===== config.mk =====
export PLATFORM = sky130hd
export DESIGN_NAME = if_stage
export DESIGN_NICKNAME = d
export VERILOG_FILES = /design/src/rtl/if_stage.sv
export SDC_FILE = /design/constraint.sdc
export NUM_CORES = 1
export LEC_CHECK = 0
export ABC_AREA = 1
export CORE_MARGIN = 2
export CORE_UTILIZATION = 40
export CTS_CLUSTER_SIZE = 14
export DETAILED_ROUTE_END_ITERATION = 7
export PLACE_DENSITY = 0.71
export SYNTH_ARGS = -nofsm -noshare
export SYNTH_HDL_FRONTEND = slang
export SYNTH_SLANG_ARGS = --single-unit

===== constraint.sdc =====
create_clock -name clk -period 2.4 [get_ports clk]
set_input_delay 0.6 -clock clk [delete_from_list [all_inputs] [get_ports clk]]
set_output_delay 0.6 -clock clk [all_outputs]
set_load 0.01 [all_outputs]

===== src/rtl/if_stage.sv =====
// Instruction-fetch stage with IF/ID pipeline register, redirect and stall handling.
// Define IF_PERF_CNT_EN to add the fetch_count/redirect_count performance counters.
module if_stage #(
  parameter logic [31:0] RESET_PC  = 32'h00000060,
  parameter logic [31:0] NOP_INSTR = 32'h00000013
) (
  input  logic        clk,
  input  logic        rst_n,
  output logic        imem_read,
  output logic [31:0] imem_address,
  input  logic        imem_resp,
  input  logic [31:0] imem_rdata,
  input  logic        ID_pc_mux_sel,
  input  logic [31:0] ID_jmp_pc,
  input  logic        flush,
  input  logic        stall,
  output logic [31:0] IF_ID_pc,
  output logic [31:0] IF_ID_instr,
  output logic        IF_ID_valid
`ifdef IF_PERF_CNT_EN
  ,
  output logic [31:0] fetch_count,
  output logic [31:0] redirect_count
`endif
);

  typedef enum logic [1:0] {FETCH, HOLD, DROP} state_t;

  state_t      state, state_next;
  logic [31:0] pc, pc_next;
  logic [31:0] drop_addr, drop_addr_next;
  logic [31:0] buf_pc, buf_pc_next, buf_instr, buf_instr_next;
  logic        buf_valid, buf_valid_next;
  logic [31:0] ifid_pc_next, ifid_instr_next;
  logic        ifid_valid_next;
  logic [31:0] target;
  logic        accept;
  logic        bubble;

  assign target       = {ID_jmp_pc[31:2], 2'b00};
  assign imem_read    = rst_n && (state != HOLD);
  // While dropping, the abandoned request's address stays on the bus even though pc has moved on.
  assign imem_address = (state == DROP) ? drop_addr : pc;

  always_comb begin
    state_next      = state;
    pc_next         = pc;
    drop_addr_next  = drop_addr;
    buf_pc_next     = buf_pc;
    buf_instr_next  = buf_instr;
    buf_valid_next  = buf_valid;
    ifid_pc_next    = IF_ID_pc;
    ifid_instr_next = IF_ID_instr;
    ifid_valid_next = IF_ID_valid;
    accept          = 1'b0;
    bubble          = 1'b0;
    case (state)
      FETCH: begin
        if (ID_pc_mux_sel) begin
          pc_next        = target;
          drop_addr_next = pc;
          state_next     = imem_resp ? FETCH : DROP;
          bubble         = !stall;
        end else if (imem_resp && stall) begin
          buf_pc_next    = pc;
          buf_instr_next = imem_rdata;
          buf_valid_next = 1'b1;
          pc_next        = pc + 32'd4;
          state_next     = HOLD;
          accept         = 1'b1;
        end else if (imem_resp) begin
          ifid_pc_next    = pc;
          ifid_instr_next = imem_rdata;
          ifid_valid_next = 1'b1;
          pc_next         = pc + 32'd4;
          accept          = 1'b1;
        end else begin
          bubble = !stall;
        end
      end
      HOLD: begin
        if (ID_pc_mux_sel) begin
          pc_next        = target;
          buf_valid_next = 1'b0;
          state_next     = FETCH;
          bubble         = !stall;
        end else if (!stall) begin
          ifid_pc_next    = buf_pc;
          ifid_instr_next = buf_instr;
          ifid_valid_next = 1'b1;
          buf_valid_next  = 1'b0;
          state_next      = FETCH;
        end
      end
      DROP: begin
        if (ID_pc_mux_sel) pc_next = target;
        else if (imem_resp) state_next = FETCH;
        bubble = !stall;
      end
      default: state_next = FETCH;
    endcase
    if (bubble) begin
      ifid_valid_next = 1'b0;
      ifid_instr_next = NOP_INSTR;
    end
    if (flush) begin
      ifid_valid_next = 1'b0;
      ifid_instr_next = NOP_INSTR;
      ifid_pc_next    = '0;
    end
  end

  always_ff @(posedge clk) begin
    if (!rst_n) begin
      state       <= FETCH;
      pc          <= RESET_PC;
      drop_addr   <= '0;
      buf_pc      <= '0;
      buf_instr   <= NOP_INSTR;
      buf_valid   <= 1'b0;
      IF_ID_pc    <= '0;
      IF_ID_instr <= NOP_INSTR;
      IF_ID_valid <= 1'b0;
    end else begin
      state       <= state_next;
      pc          <= pc_next;
      drop_addr   <= drop_addr_next;
      buf_pc      <= buf_pc_next;
      buf_instr   <= buf_instr_next;
      buf_valid   <= buf_valid_next;
      IF_ID_pc    <= ifid_pc_next;
      IF_ID_instr <= ifid_instr_next;
      IF_ID_valid <= ifid_valid_next;
    end
  end

`ifdef IF_PERF_CNT_EN
  always_ff @(posedge clk) begin
    if (!rst_n) begin
      fetch_count    <= '0;
      redirect_count <= '0;
    end else begin
      if (accept) fetch_count <= fetch_count + 32'd1;
      if (ID_pc_mux_sel) redirect_count <= redirect_count + 32'd1;
    end
  end
`endif

endmodule


==> results.md <==
* ANT nets after route at 0
* CTS tree: built
* Dpl ws at -0.0175 ns
* Post-DR vias/cell at approximately 5.2
* Mean routed wirelength per cell at between 15 and 20 um
* Number of global-route vias before repair at about 8.0k
* Post-synth EDFFs at 0
* Die Width at about 150 um
* H-tree depth at 4
* Hold Buf Count CTS at 0
* Critical path capture point type: output port
* Leak pwr at about 4.4 nW
* Ranking of synthesized cells by area: dfxtp_1, nand2_1, o21ai_0
* Finished Cell Area at around 11000 um^2
* Final worst path period need at between 2 and 2.5 ns
* Syn-to-layout area delta at 31.6%
* Total power at just over 8 mW
* Via count at ~8.8k
* Post-CTS setup buffer count at 0
* RSZ-0062 raised after global routing: yes
* Final period utilization at 0.987
* Min Hold Slack at roughly 0.47 ns
* DRT Wirelength at roughly 26000 um
* Most common cell in the synthesized netlist: nand2_1
* Initial Util at 0.407
* GRT Resource Usage Total at 0.230
* Row count at 53
* Max Transition Viols Final at 0
* Grt ovf at 0
* Sequential share of the synthesized area at 0.439
* Post-synth ARST share at 0
* TritonCTS Buffers at 17
* Placer Congestion at between 0.9 and 1
* Synth top area share at 0.439
* Root buffer cell: clkbuf_16
* Critical path class: reg -> out
* I/O pin count at between 150 and 200
* Critical Path Source: state[0]$_SDFFE_PN0P_
* Later-pin clock latency in the skew report at 0.44 ns
* Final hold violations at 0
* Die Area at about 23000 um^2
* Clock sink total at around 190
* Port-buffer cells at approximately 160
* Fin util at 0.535
* Pwr/cell area at around 730 nW/um^2
* Status: complete, no violations
* Max frequency at approximately 0.42 GHz
* Drt first pass iters at 5
* Hold Path Class: reg -> reg
* Relative slew slack at 0.392
* Fin nets at approximately 1.5k
* Post-route DRC at 0
* Startpoint types: register
* Top_reg_cell synth: dfxtp_1
* Placed instance area at about 11000 um^2
* Critical path required time at between 1.5 and 2 ns
* Fin worst setup slack at ~0.032 ns
* WP data arrival at around 1.8 ns
* Core Footprint at between 20000 and 25000 um^2
* Actual slew at the worst max-slew pin at around 0.9 ns
* Synth Warn # at 0
* Worst hold start: IF_ID_instr[21]$_SDFFE_PP0P_
* Synth top cells by count: nand2_1, o21ai_0, dfxtp_1, a21oi_1, nor2_1
* Worst-path maximum fanout at 20
* Average size of a mapped cell at between 6 and 7 um^2
* Reg2reg start: pc[3]$_SDFFE_PN0P_
* Syn Std Cell Area at 8530 um^2
* Register bit total from synthesis at around 190
* HPWL Detailed at about 18000 um
* Clk_skew at about 0.014 ns
* Initial antenna violation count at 1
* Yosys top cell by area: dfxtp_1
* Die Ht at about 150 um
* Max-cap violation count at 0
* Reg2Reg Depth at 10
* Largest buffer count on any clock path at 2
* Post-synthesis instance total at 1261
* Worst-path clk slew at 0.08 ns
* Final number of setup-violating endpoints at 0
* Synth unique cells at 32
* Hold depth at 2
* 1st-iter DRT viols at 600
* Global-route wire length before repair at slightly above 40000 um
* Largest net degree at the start of global routing at 100
* Worst vdd ir at approximately 0.00052 V
* Layout cells sized above 1 at 0.0699
* FILL cells at between 2k and 2.5k
-- cells in the final DEF (no fill, tap or decap), types with 2 or more instances in the layout --
master and count:
dfxtp_1 187, nand3_1 37, o21ai_1 9, inv_6 3, clkbuf_2 2, buf_4 35, nand2_1 331, inv_8 5
nand4_1 7, nor3_1 3, conb_1 4, or2_2 2, inv_2 5, a21oi_1 149, nor2_4 2, o21ai_2 2
inv_1 76, dlygate4sd2_1 23, ha_1 3, clkdlybuf4s15_1 6, o211ai_1 8, nor2_1 127, o21ai_0 195, buf_12 9
clkinvlp_4 2, bufinv_16 2, clkdlybuf4s50_1 129, clkbuf_16 19, a31oi_1 17
-- registers in the layout, indices dropped and copies added, names as in the netlist --
register,flops
IF_ID_instr,32
buf_instr,32
IF_ID_pc,30
buf_pc,30
drop_addr,30
pc,30
state,2
IF_ID_valid,1
-- layer usage --
layer | GRT usage | part of all wire | vias up
met1 | 0.322 | 0.47 | 4036
met5 | 0 | 0 | -
met4 | 0.0892 | 0.034 | 0
met3 | 0.0412 | 0.061 | 59
li1 | - | - | 4425
met2 | 0.351 | 0.44 | 289
-- report_power, final --
part | internal [mW] | switching [mW] | total, mW
clock | 1.60 | 1.38 | 2.98
sequential | 3.34 | 0.166 | 3.51
combinational | 0.712 | 1.05 | 1.76
-- through the flow --
stage / instances / setup TNS, ns
6_report: 1693 / 0
5_1_grt: 1693 / -0.00948
4_1_cts: 1690 / 0
3_5_place_dp: 1658 / -0.0256
3_3_place_gp: 1658 / -0.00506
2_1_floorplan: 1264 / 0
-- cell type report --
cell class / instances / area, um^2 / area share
Multi-Input combinational cell: 908 / 4130 / 0.368
Tap cell: 275 / 344 / 0.0307
Inverter: 82 / 308 / 0.0274
Clock buffer: 17 / 425 / 0.0379
Antenna cell: 1 / 2.50 / 0.000223
Sequential cell: 187 / 3740 / 0.334
Timing Repair Buffer: 208 / 2080 / 0.185
Clock inverter: 15 / 195 / 0.0174
-- path summary, 6_finish.rpt --
check             slack [ns]                            to
setup / recovery        0.03              imem_address[20]
hold / removal          0.47  IF_ID_instr[21]$_SDFFE_PP0P_
setup reg to reg        0.41           pc[28]$_SDFFE_PN0P_
hold reg to reg         0.47  IF_ID_instr[21]$_SDFFE_PP0P_
-- timing repair --
action	in CTS	in global routing
resized for setup	42	19
endpoints found under the hold margin	0	0
cloned	0	2
pin swaps	0	0
endpoints found under the setup margin	31	28
-- worst max-delay path, stage by stage, from the launching register on --
cell and delay [ns]:
dfxtp_1 0.36, inv_2 0.07, ha_4 0.20, clkbuf_16 0.20
o21ai_0 0.22, clkdlybuf4s15_1 0.28
-- cell families after synthesis --
family,share of synthesized area
compound gates,0.232
xor+xnor,0.00103
fa+ha+maj,0.00734
buf+inv,0.0825
flops,0.439
other cells,0.000440
simple gates,0.238
No activity file was read; power rests on OpenSTA's default activity.
